<file path="src/rtl/stream_demux4.sv">
// 1:4 stream demux with one registered entry per lane; 1-cycle accept-to-valid latency.
// in_ready backpressures only on the selected lane; a full lane that is draining still accepts.
module stream_demux4 #(
  parameter int WIDTH = 8
) (
  input  logic             clk,
  input  logic             rst,
  input  logic             in_valid,
  output logic             in_ready,
  input  logic [WIDTH-1:0] in_data,
  input  logic [1:0]       in_sel,
  output logic [3:0]       out_valid,
  input  logic [3:0]       out_ready,
  output logic [WIDTH-1:0] out_data0,
  output logic [WIDTH-1:0] out_data1,
  output logic [WIDTH-1:0] out_data2,
  output logic [WIDTH-1:0] out_data3,
  output logic [15:0]      beat_cnt0,
  output logic [15:0]      beat_cnt1,
  output logic [15:0]      beat_cnt2,
  output logic [15:0]      beat_cnt3
);

  logic [WIDTH-1:0] lane_dat [4];
  logic [15:0]      lane_cnt [4];
  logic             accept;
  logic [3:0]       load;
  logic [3:0]       drain;

  assign in_ready = !out_valid[in_sel] | out_ready[in_sel];
  assign accept   = in_valid & in_ready;
  assign load     = {4{accept}} & (4'b0001 << in_sel);
  assign drain    = out_valid & out_ready;

  // Load wins over drain so a lane can refill in the same cycle it empties.
  always_ff @(posedge clk or posedge rst) begin
    if (rst) begin
      out_valid <= 4'b0000;
      for (int i = 0; i < 4; i++) begin
        lane_dat[i] <= '0;
        lane_cnt[i] <= '0;
      end
    end else begin
      for (int i = 0; i < 4; i++) begin
        if (load[i]) begin
          lane_dat[i]  <= in_data;
          out_valid[i] <= 1'b1;
        end else if (drain[i]) begin
          out_valid[i] <= 1'b0;
        end
        if (drain[i]) begin
          lane_cnt[i] <= lane_cnt[i] + 16'd1;
        end
      end
    end
  end

  assign out_data0 = lane_dat[0];
  assign out_data1 = lane_dat[1];
  assign out_data2 = lane_dat[2];
  assign out_data3 = lane_dat[3];
  assign beat_cnt0 = lane_cnt[0];
  assign beat_cnt1 = lane_cnt[1];
  assign beat_cnt2 = lane_cnt[2];
  assign beat_cnt3 = lane_cnt[3];

endmodule
</file>
<file path="config.mk">
export PLATFORM = sky130hd
export DESIGN_NAME = stream_demux4
export DESIGN_NICKNAME = d
export VERILOG_FILES = /design/src/rtl/stream_demux4.sv
export SDC_FILE = /design/constraint.sdc
export NUM_CORES = 1
export LEC_CHECK = 0
export BUFFER_PORTS_ARGS = -buffer_cell sky130_fd_sc_hd__buf_2
export CAP_MARGIN = 10
export CORE_ASPECT_RATIO = 0.7
export CORE_MARGIN = 3
export CORE_UTILIZATION = 56
export CTS_BUF_LIST = sky130_fd_sc_hd__clkbuf_16
export DETAILED_ROUTE_END_ITERATION = 6
export HOLD_SLACK_MARGIN = 0.03
export MAX_ROUTING_LAYER = met4
export PLACE_DENSITY_LB_ADDON = 0.08
export SLEW_MARGIN = 25
export SYNTH_ARGS = -nofsm -noshare
export SYNTH_HDL_FRONTEND = slang
export SYNTH_SLANG_ARGS = --single-unit
</file>
<file path="constraint.sdc">
create_clock -name clk -period 4.85 [get_ports clk]
set_clock_uncertainty 0.1 [all_clocks]
set_input_delay 0.485 -clock clk [delete_from_list [all_inputs] [get_ports clk]]
set_output_delay 0.485 -clock clk [all_outputs]
set_load 0.05 [all_outputs]
</file>
==> results.yml <==
status:
  status: "finished clean"
worst_setup_path:
  slowest_stage: "mux4_2"
  r2r_start: "out_valid[2]$_DFFE_PP0P_"
  cp_slowest_stage_delay_ns: 0.46
  path_delay_family: "multiplexers"
  worstSetupStartpoint: "out_valid[0]$_DFFE_PP0P_"
  crit_path_end_kind: "output port"
  worstPathArrival_ns: 1.71
  cp_cell_sequence: "or2b_1, mux4_2, buf_2"
  critPathBufInv: 1
  rrSetupSlack_ns: 2.97
  cp_max_fo: 4
  crit_cells: 3
  worst_setup_path_start_kind: "flop"
  cp.required_ns: 4.26
  reg2regPathDepth: 4
  critPathKind: "reg -> out"
cts:
  cts_buffers: 9
  cts_resized: 0
  htreeDepth: 3
  clk_latency_ns: 0.34
  clkSinkCount: 100
  clk_pin_slew_ns: 0.07
  post_cts_buffers: 0
  cts_tree: "yes"
  hold_buffers: 0
  clock_path_buffers: 2
  root_buffer: "clkbuf_16"
drt:
  drt_iter0_markers: 85
  via_count: 2859
  vias_per_cell: 5.22
  drc: 0
  detail-route-antenna-nets: 0
  wire_per_inst_um: 15.7
  drt_wl_total_um: 8580
  drtPass1Iterations: 4
timing:
  slew_headroom_pct: 50.8
  setup_ws_ns: 2.55
  fin_setup_tns_ns: 0
  tightest_slew_ns: 0.736
  maxSlewViolCount: 0
  setup_viol: 0
  min_period_over_period_pct: 47.4
  hold_viol: 0
  finalHoldWorstSlack_ns: 0.170
  max_clock_freq_mhz: 435
  fin_crit_ns: 2.30
  rsz0062_at_grt: "false"
die:
  die_h_um: 77.8
  dieArea_mm2: 0.00846
  num_rows: 25
  initial_core_util_pct: 59.5
  fp.dieW_um: 109
  core_area_mm2: 0.00694
  io_pins: 118
pwr:
  p_per_area_mw_per_mm2: 529
  p_comb_share_pct: 30.5
  intPower_w: 0.00168
  power_frac_seq_pct: 39.7
  pwr-share-clk_pct: 29.8
  switching_share_pct: 38.6
  vdd.ir_drop.worst_v: 0.000348
  power_w: 0.00274
  switchingPower_w: 0.00106
  power_leakage_nw: 2.63
flow_run:
  drv_cap: 0
finish:
  fin_area_mm2: 0.00517
  regArea_mm2: 0.00250
  multiInputGateArea_mm2: 0.00159
  final_common_cell: "buf_2"
  fin_nets: 470
  final_cell_mix: "buf_2 (117), dfrtp_1 (100), xnor2_1 (41)"
  diodes: 0
  n_fill_cell: 496
  layout-drive-gt1-share_pct: 38.8
  syn_to_final_growth_pct: 25.3
global_route:
  grt_max_degree: 58
  grt_pass1_vias: 2878
  grt_first_pass_wirelength_um: 14300
  grt_antenna_before_repair: 0
  grt_use_total_pct: 22.4
  grt_overflow_total: 0
placed_design:
  placed_area_mm2: 0.00483
  pre_cts_slack_ns: 2.70
  portBuffers: 117
  place_hpwl_um: 6220
  gp_congestion: 0.815
synthesis:
  ys.flop_type: "dfrtp_1"
  synth_warnings: 0
  synth_edf_count: 0
  synthTopCellsByArea: "dfrtp_1 (61%), mux2_2 (9.8%), xnor2_1 (8.7%)"
  synth_top_area_share_pct: 60.6
  async_reset_ff_share_pct: 100
  ys_ff_latch: 100
  synth_largest_area_cell: "dfrtp_1"
  synthesis.area_mm2: 0.00413
  synth_nets: 344
  yosysSeqAreaShare_pct: 60.6
  synth_cells: 323
  ys_types: 28
  syn_avg_cell_area_um2: 12.8
worst_hold_path:
  hp-class: "in -> async"
==> flip-flops by register name, indices dropped and copies added, names as in the netlist <==
name       count
out_valid      4
beat_cnt0     16
beat_cnt3     16
out_data0      8
out_data1      8
beat_cnt1     16
beat_cnt2     16
out_data3      8
out_data2      8
==> layout make-up <==
cell class | instances | share of cell area, %
Inverter | 5 | 0.411
Clock buffer | 9 | 4.35
Multi-Input combinational cell | 215 | 30.8
Timing Repair Buffer | 118 | 11.5
Tap cell | 94 | 2.27
Sequential cell | 100 | 48.4
Clock inverter | 7 | 2.35
==> power groups by stage <==
stage               logic [W]  clock network (W)  registers (W)
finish               0.000834           0.000816        0.00109
floorplan            0.000176                  0        0.00154
global route         0.000876           0.000868        0.00111
detailed placement   0.000839                  0        0.00110
CTS                  0.000842           0.000833        0.00109
global placement     0.000824                  0        0.00109
==> metal layers <==
layer	track usage, %	vias to the layer above	share of wire, %
met5	-	-	0
met4	6.31	0	0.73
met3	6.23	9	7.3
met2	33.7	97	46
met1	30.1	1387	46
li1	-	1366	-
==> path summary, 6_finish.rpt <==
path,end
max,in_ready
min,beat_cnt1[6]$_DFFE_PP0P_
max reg2reg,beat_cnt2[11]$_DFFE_PP0P_
min reg2reg,beat_cnt2[15]$_DFFE_PP0P_
max in group asynchronous,beat_cnt1[1]$_DFFE_PP0P_
min in group clk,out_data0[2]$_DFFE_PP0P_
==> through the flow <==
step,instances,util (%)
4_1_cts,548,74.5
2_1_floorplan,323,-
5_1_grt,548,74.5
3_5_place_dp,532,69.5
6_report,548,74.5
3_3_place_gp,532,69.5
==> worst register-to-register path: stages (launching register included) <==
cell     delay (ns)
dfrtp_1        0.41
nand2_1        0.15
nor4_1         0.67
and4_1         0.30
xor2_1         0.17
==> Yosys cell counts, types with 2 or more instances <==
| cell | number |
|---|---|
| nand3_1 | 23 |
| ha_1 | 4 |
| nor4_1 | 4 |
| and4_1 | 6 |
| mux2_2 | 36 |
| nor2_1 | 16 |
| and3_1 | 5 |
| nand2b_1 | 4 |
| or4_1 | 2 |
| nor2b_1 | 2 |
| dfrtp_1 | 100 |
| buf_2 | 3 |
| inv_1 | 5 |
| nor3_1 | 3 |
| xnor2_1 | 41 |
| nand2_1 | 32 |
| nand4_1 | 8 |
| xor2_1 | 19 |
==> logic make-up (layout without fill, tap and decap cells) <==
logic type | after synthesis | count (layout) | synth area share [%]
buffers and inverters | 8 | 139 | 0.818
multiplexers | 37 | 37 | 10.4
AND/OR/NAND/NOR | 113 | 113 | 14.2
XOR/XNOR | 60 | 60 | 12.7
adder cells (fa/ha/maj) | 4 | 4 | 1.21
AO/OA/AOI/OAI | 1 | 1 | 0.121
flip-flops | 100 | 100 | 60.6
Power figures use the tool's default switching activity.
